### src/rtl/dm_ctrl_pkg.sv
// Purpose: shared definitions for the DM controller slice: default widths of
//          the DM address/data buses and the DMA burst-length field, plus the
//          state encoding of the DMA arbiter FSM.
// Ports:   none (package).
package dm_ctrl_pkg;

  localparam int DMA_SIZE_DEF = 17;  // DM address width
  localparam int DMD_SIZE_DEF = 16;  // DM data width
  localparam int LEN_W_DEF    = 16;  // burst-length width

  typedef enum logic [1:0] {
    ST_IDLE = 2'b00,
    ST_RUN  = 2'b01,
    ST_DONE = 2'b10
  } dm_state_e;

endpackage

### src/rtl/dm_burst_counter.sv
// Purpose: address / remaining-beat counter for one DMA burst.
// Ports:   clk, reset (async active-low)
//          load_i  - latch base_i / len_i as the start of a new burst
//          inc_i   - one beat granted: address +1 (wraps), count -1
//          base_i  - burst start address, len_i - burst length in beats
//          addr_o  - address of the next beat
//          last_o  - the next beat is the final one of the burst
module dm_burst_counter
  import dm_ctrl_pkg::*;
#(
  parameter int DMA_SIZE = DMA_SIZE_DEF,
  parameter int LEN_W    = LEN_W_DEF
) (
  input  logic                clk,
  input  logic                reset,
  input  logic                load_i,
  input  logic                inc_i,
  input  logic [DMA_SIZE-1:0] base_i,
  input  logic [LEN_W-1:0]    len_i,
  output logic [DMA_SIZE-1:0] addr_o,
  output logic                last_o
);

  logic [DMA_SIZE-1:0] addr_q, addr_d;
  logic [LEN_W-1:0]    cnt_q, cnt_d;

  // Next-state: load has priority over increment; address wraps naturally.
  always_comb begin
    addr_d = addr_q;
    cnt_d  = cnt_q;
    if (load_i) begin
      addr_d = base_i;
      cnt_d  = len_i;
    end else if (inc_i) begin
      addr_d = addr_q + DMA_SIZE'(1);
      cnt_d  = cnt_q - LEN_W'(1);
    end else begin
      addr_d = addr_q;
      cnt_d  = cnt_q;
    end
  end

  // Address / count registers.
  always_ff @(posedge clk or negedge reset) begin
    if (!reset) begin
      addr_q <= '0;
      cnt_q  <= '0;
    end else begin
      addr_q <= addr_d;
      cnt_q  <= cnt_d;
    end
  end

  assign addr_o = addr_q;
  assign last_o = (cnt_q == LEN_W'(1));

endmodule

### src/rtl/dm_dma_arbiter.sv
// Purpose: shares the data-memory port between the core and a DMA burst
//          engine. The core always wins; DMA beats use the idle cycles.
// Ports:   clk, reset (async active-low)
//          core_dm_cslt/core_dm_wrb/core_dm_add/core_dt - core request
//          dma_start/dma_dir/dma_base/dma_len/dma_abort  - DMA control
//          dma_wdata/dma_wack                            - DMA write data
//          dma_rdata/dma_rvalid                          - DMA read data
//          dma_busy/dma_done                             - DMA status
//          ps_dm_cslt/ps_dm_wrb/dg_dm_add/bc_dt/dm_bc_dt - memory side
module dm_dma_arbiter
  import dm_ctrl_pkg::*;
#(
  parameter int DMA_SIZE = DMA_SIZE_DEF,
  parameter int DMD_SIZE = DMD_SIZE_DEF,
  parameter int LEN_W    = LEN_W_DEF
) (
  input  logic                clk,
  input  logic                reset,
  input  logic                core_dm_cslt,
  input  logic                core_dm_wrb,
  input  logic [DMA_SIZE-1:0] core_dm_add,
  input  logic [DMD_SIZE-1:0] core_dt,
  input  logic                dma_start,
  input  logic                dma_dir,
  input  logic [DMA_SIZE-1:0] dma_base,
  input  logic [LEN_W-1:0]    dma_len,
  input  logic                dma_abort,
  input  logic [DMD_SIZE-1:0] dma_wdata,
  output logic                dma_wack,
  output logic [DMD_SIZE-1:0] dma_rdata,
  output logic                dma_rvalid,
  output logic                dma_busy,
  output logic                dma_done,
  output logic                ps_dm_cslt,
  output logic                ps_dm_wrb,
  output logic [DMA_SIZE-1:0] dg_dm_add,
  output logic [DMD_SIZE-1:0] bc_dt,
  input  logic [DMD_SIZE-1:0] dm_bc_dt
);

  dm_state_e           state_q, state_d;
  logic                load_s, grant_s, last_s;
  logic [DMA_SIZE-1:0] beat_addr_s;
  logic                dir_q, dir_d;
  logic                wr_beat_q, wr_beat_d;
  logic                rd_beat_q, rd_beat_d;
  logic [DMD_SIZE-1:0] wdata_q, wdata_d;
  logic [DMA_SIZE-1:0] hold_add_q;

  // A beat goes out only in RUN, when the core is quiet and no abort is raised.
  assign grant_s = (state_q == ST_RUN) && !core_dm_cslt && !dma_abort;

  dm_burst_counter #(
    .DMA_SIZE(DMA_SIZE),
    .LEN_W   (LEN_W)
  ) u_cnt (
    .clk   (clk),
    .reset (reset),
    .load_i(load_s),
    .inc_i (grant_s),
    .base_i(dma_base),
    .len_i (dma_len),
    .addr_o(beat_addr_s),
    .last_o(last_s)
  );

  // FSM next state; a zero-length start skips RUN and never touches memory.
  always_comb begin
    state_d = state_q;
    load_s  = 1'b0;
    case (state_q)
      ST_IDLE: begin
        if (dma_start) begin
          load_s  = (dma_len != '0);
          state_d = (dma_len != '0) ? ST_RUN : ST_DONE;
        end else begin
          state_d = ST_IDLE;
        end
      end
      ST_RUN: begin
        if (dma_abort || (grant_s && last_s)) begin
          state_d = ST_DONE;
        end else begin
          state_d = ST_RUN;
        end
      end
      ST_DONE: state_d = ST_IDLE;
      default: state_d = ST_IDLE;
    endcase
  end

  // Beat-history next state: what the data phase of the following cycle owes.
  always_comb begin
    dir_d     = load_s ? dma_dir : dir_q;
    wr_beat_d = grant_s && dir_q;
    rd_beat_d = grant_s && !dir_q;
    if (wr_beat_d) begin
      wdata_d = dma_wdata;
    end else begin
      wdata_d = wdata_q;
    end
  end

  // State, direction, write-data and beat-history registers.
  always_ff @(posedge clk or negedge reset) begin
    if (!reset) begin
      state_q    <= ST_IDLE;
      dir_q      <= 1'b0;
      wr_beat_q  <= 1'b0;
      rd_beat_q  <= 1'b0;
      wdata_q    <= '0;
      hold_add_q <= '0;
    end else begin
      state_q    <= state_d;
      dir_q      <= dir_d;
      wr_beat_q  <= wr_beat_d;
      rd_beat_q  <= rd_beat_d;
      wdata_q    <= wdata_d;
      hold_add_q <= dg_dm_add;
    end
  end

  // Memory-side mux: core first, then a DMA beat, else idle with address held.
  always_comb begin
    ps_dm_cslt = 1'b0;
    ps_dm_wrb  = 1'b0;
    dg_dm_add  = hold_add_q;
    if (core_dm_cslt) begin
      ps_dm_cslt = 1'b1;
      ps_dm_wrb  = core_dm_wrb;
      dg_dm_add  = core_dm_add;
    end else if (grant_s) begin
      ps_dm_cslt = 1'b1;
      ps_dm_wrb  = dir_q;
      dg_dm_add  = beat_addr_s;
    end else begin
      ps_dm_cslt = 1'b0;
      ps_dm_wrb  = 1'b0;
      dg_dm_add  = hold_add_q;
    end
  end

  // Write data trails its select by one cycle, so the data bus follows history.
  assign bc_dt      = wr_beat_q ? wdata_q : core_dt;
  assign dma_wack   = grant_s && dir_q;
  assign dma_rvalid = rd_beat_q;
  // Read data is a straight wire from memory, held at 0 while in reset.
  assign dma_rdata  = reset ? dm_bc_dt : '0;
  assign dma_busy   = (state_q == ST_RUN) || (state_q == ST_DONE);
  assign dma_done   = (state_q == ST_DONE);

endmodule

### config.mk
export PLATFORM = sky130hd
export DESIGN_NAME = dm_dma_arbiter
export DESIGN_NICKNAME = d
export VERILOG_FILES = /design/src/rtl/dm_ctrl_pkg.sv /design/src/rtl/dm_burst_counter.sv /design/src/rtl/dm_dma_arbiter.sv
export SDC_FILE = /design/constraint.sdc
export NUM_CORES = 1
export LEC_CHECK = 0
export BUFFER_PORTS_ARGS = -buffer_cell sky130_fd_sc_hd__buf_2
export CELL_PAD_IN_SITES_DETAIL_PLACEMENT = 1
export CELL_PAD_IN_SITES_GLOBAL_PLACEMENT = 2
export CORE_ASPECT_RATIO = 1.25
export CORE_UTILIZATION = 28
export DETAILED_ROUTE_END_ITERATION = 7
export PLACE_DENSITY = 0.79
export RECOVER_POWER = 100
export SETUP_SLACK_MARGIN = 0.4
export SLEW_MARGIN = 40
export SYNTH_ARGS = -nofsm -noshare
export SYNTH_HDL_FRONTEND = slang
export SYNTH_SLANG_ARGS = --single-unit
### constraint.sdc
create_clock -name clk -period 2.2 [get_ports clk]
set_input_delay 0 -clock clk [delete_from_list [all_inputs] [get_ports clk]]
set_output_delay 0 -clock clk [all_outputs]
set_load 0.01 [all_outputs]
==> impl_metrics.env <==
export IMPL_status="finished, final reports clean"
export IMPL_die_h_microns=133.0
export IMPL_crit_arrival_ps=2170
export IMPL_cpMaxStageDelayCell="dfrtp_1"
export IMPL_syn_inst=385
export IMPL_drive_gt1_frac=0.2919
export IMPL_ys_async_sr_fraction=1.000
export IMPL_avgSynthCellArea_sq_um=9.990
export IMPL_hold_viol_final=0
export IMPL_chipWidth_microns=106.8
export IMPL_multiInputGateArea_sq_um=2002
export IMPL_dpl_instance_area_sq_um=4997
export IMPL_critPathCaptureType="flop"
export IMPL_drt_pre_antenna_iters=4
export IMPL_core_area_sq_um=13350
export IMPL_cap_violations=0
export IMPL_path_depth=7
export IMPL_hold_class="input pin to flop"
export IMPL_grt_busiest_layer="met2"
export IMPL_cts_tree="yes"
export IMPL_regArea_sq_um=1777
export IMPL_slowest_delay_ps=380
export IMPL_clkTransAtPathRegs_ps=60
export IMPL_final_common_cell="buf_2"
export IMPL_cts_max_path_buffers=2
export IMPL_post_route_period_util=0.8934
export IMPL_holdPathStages=3
export IMPL_grt_util_met1=0.2197
export IMPL_max_slew_margin_rel=0.3379
export IMPL_path_cells="inv_1 -> ha_4 -> nor3b_4 -> and2_4 -> buf_12 -> clkbuf_1 -> mux2_1"
export IMPL_htreeDepth=3
export IMPL_dpl_hpwl_microns=9390
export IMPL_ys_seq_elements=71
export IMPL_required_ps=2410
export IMPL_layout_nets=750
export IMPL_start_kind="flop"
export IMPL_fmax_mhz=508.8
export IMPL_std_cell_rows=47
export IMPL_pwr_density_cell_nw_per_um2=952.1
export IMPL_synth_edf_count=0
export IMPL_period_needed_ps=1965
export IMPL_clkLatencyLatePin_ps=340
export IMPL_vias=3934
export IMPL_fill_cells=1568
export IMPL_finalSetupViolCount=0
export IMPL_crit_fanout=9
export IMPL_critPathKind="flop to flop"
export IMPL_grt_pass1_wl_microns=21910
export IMPL_drtIter0Drc=113
export IMPL_grt_pass1_vias=4289
export IMPL_antenna_found_initial=0
export IMPL_drc=0
export IMPL_clock_sinks=71
export IMPL_dieArea_sq_um=14210
export IMPL_syn_area_sq_um=3846
export IMPL_cellLeakagePower_uw=0.002717
export IMPL_grt_util_met2=0.3803
export IMPL_design_area_sq_um=6078
export IMPL_synth_main_ff_cell="dfrtp_1"
export IMPL_synth_seq_area_share=0.4619
export IMPL_routed_wl_microns=13920
export IMPL_track_usage=0.2010
export IMPL_overflow=0
export IMPL_crit_buf_inv=3
export IMPL_clock_skew_ps=6.763
export IMPL_grt_use_met3=0.04187
export IMPL_yosysUniqueCellTypes=46
export IMPL_synthesis_nets=496
export IMPL_vdd_drop_max_mv=0.3595
export IMPL_wire_per_inst_microns=17.07
export IMPL_rsz0062_at_grt="yes"
export IMPL_antenna_left=0
export IMPL_drv_slew=0
export IMPL_synth_warnings=0
export IMPL_worstRegToRegCells=7
export IMPL_port_buffers=159
export IMPL_start_util=0.2881
export IMPL_place_congestion=0.7879
export IMPL_synthToLayoutAreaGrowth_pct=58.04
export IMPL_num_io_pins=160
export IMPL_root_buffer="clkbuf_16"
export IMPL_viasPerCell=4.827
export IMPL_diodes=0
export IMPL_setup_tns_ps=0
export IMPL_worst_pin_slew_ps=993.2
export IMPL_cts_made_buffers=9
export IMPL_grt_max_degree=40
export IMPL_layout_common_cells="107 x buf_2, 71 x dfrtp_1, 67 x dlygate4sd3_1"
export IMPL_cp_top_family="simple AND/OR/NAND/NOR gates"
## final cells by class
| class | count | share of cell area |
|---|---|---|
| repair buffers | 262 | 0.2806 |
| multi-input cells | 286 | 0.3294 |
| inverters | 9 | 0.005558 |
| clock inverters | 6 | 0.01770 |
| clock buffers | 10 | 0.03932 |
| flip-flops and latches | 71 | 0.2923 |
| well taps | 171 | 0.03520 |
## sequential cells by signal, summed over array words and instances, names as in the netlist
name	flops
hold_add_q	17
state_q	2
wdata_q	16
u_cnt.addr_o	17
dma_rvalid	1
wr_beat_q	1
u_cnt.cnt_q	16
dir_q	1
## logic make-up after synthesis
| family | after synthesis | share of synthesized area |
|---|---|---|
| AND/OR/NAND/NOR | 141 | 0.1975 |
| flip-flops | 71 | 0.4619 |
| AO/OA/AOI/OAI | 69 | 0.1051 |
| multiplexers | 47 | 0.1327 |
| buffers and inverters | 28 | 0.03090 |
| XOR/XNOR | 23 | 0.05237 |
| adder cells (fa/ha/maj) | 6 | 0.01952 |
## through the flow
stage               setup WS (ps)  utilization  hold slack, ps  std cells  total power, uW
floorplan                   390.2            -          -295.6        385             3227
detailed placement          220.9       0.3744          -53.52        716             3942
CTS                         349.4       0.4617           29.50        811             5828
global placement            349.9       0.3744          -67.54        716             3856
finish                      234.6       0.4553           24.36        815             5787
global route                173.0       0.4553           39.72        815             6162
## path summary, 6_finish.rpt
path | from | endpoint | slack (ps)
setup / recovery | state_q[1] | wdata_q[10] | 230
max in group asynchronous | reset | hold_add_q[13] | 800
hold reg to reg | wdata_q[3] | wdata_q[3] | 480
hold / removal | dma_start | state_q[1] | 20
setup reg to reg | state_q[1] | wdata_q[10] | 230
min in group asynchronous | reset | u_cnt.cnt_q[6] | 120
## worst min-delay path: cells and delay by family
family	cells	cell delay (ps)
AO/OA/AOI/OAI	1	90
AND/OR/NAND/NOR	1	120
buffers and inverters	1	110
## where the power goes
group          internal (uW)  switching (uW)  leakage, uW
logic                    913             893      0.00169
clock network           1130             567     0.000168
registers               1790             495     0.000860
## synthesized netlist by cell type, drive strengths merged, types with 9 or more instances
master | count | area share
and2 | 18 | 0.029
clkbuf | 14 | 0.014
dfrtp | 71 | 0.46
inv | 9 | 0.0088
mux2 | 32 | 0.094
mux2i | 15 | 0.039
nand2 | 52 | 0.051
nand4 | 9 | 0.015
nor2 | 17 | 0.017
nor4 | 11 | 0.018
o21ai | 42 | 0.055
xnor2 | 12 | 0.027
xor2 | 11 | 0.025
## what timing repair did
action	4_1_cts	5_1_grt
buffers inserted	11	4
pin swaps	2	6
setup endpoints to repair	43	50
hold buffers	67	0
hold endpoints to repair	98	0
resized for setup	8	27
cloned	1	0
## layer usage
layer	wire length [microns]	vias up
li1	-	1887
met1	5442	1888
met2	7464	146
met3	798	13
met4	210	0
met5	0	-
No activity file was read; power rests on OpenSTA's default activity.
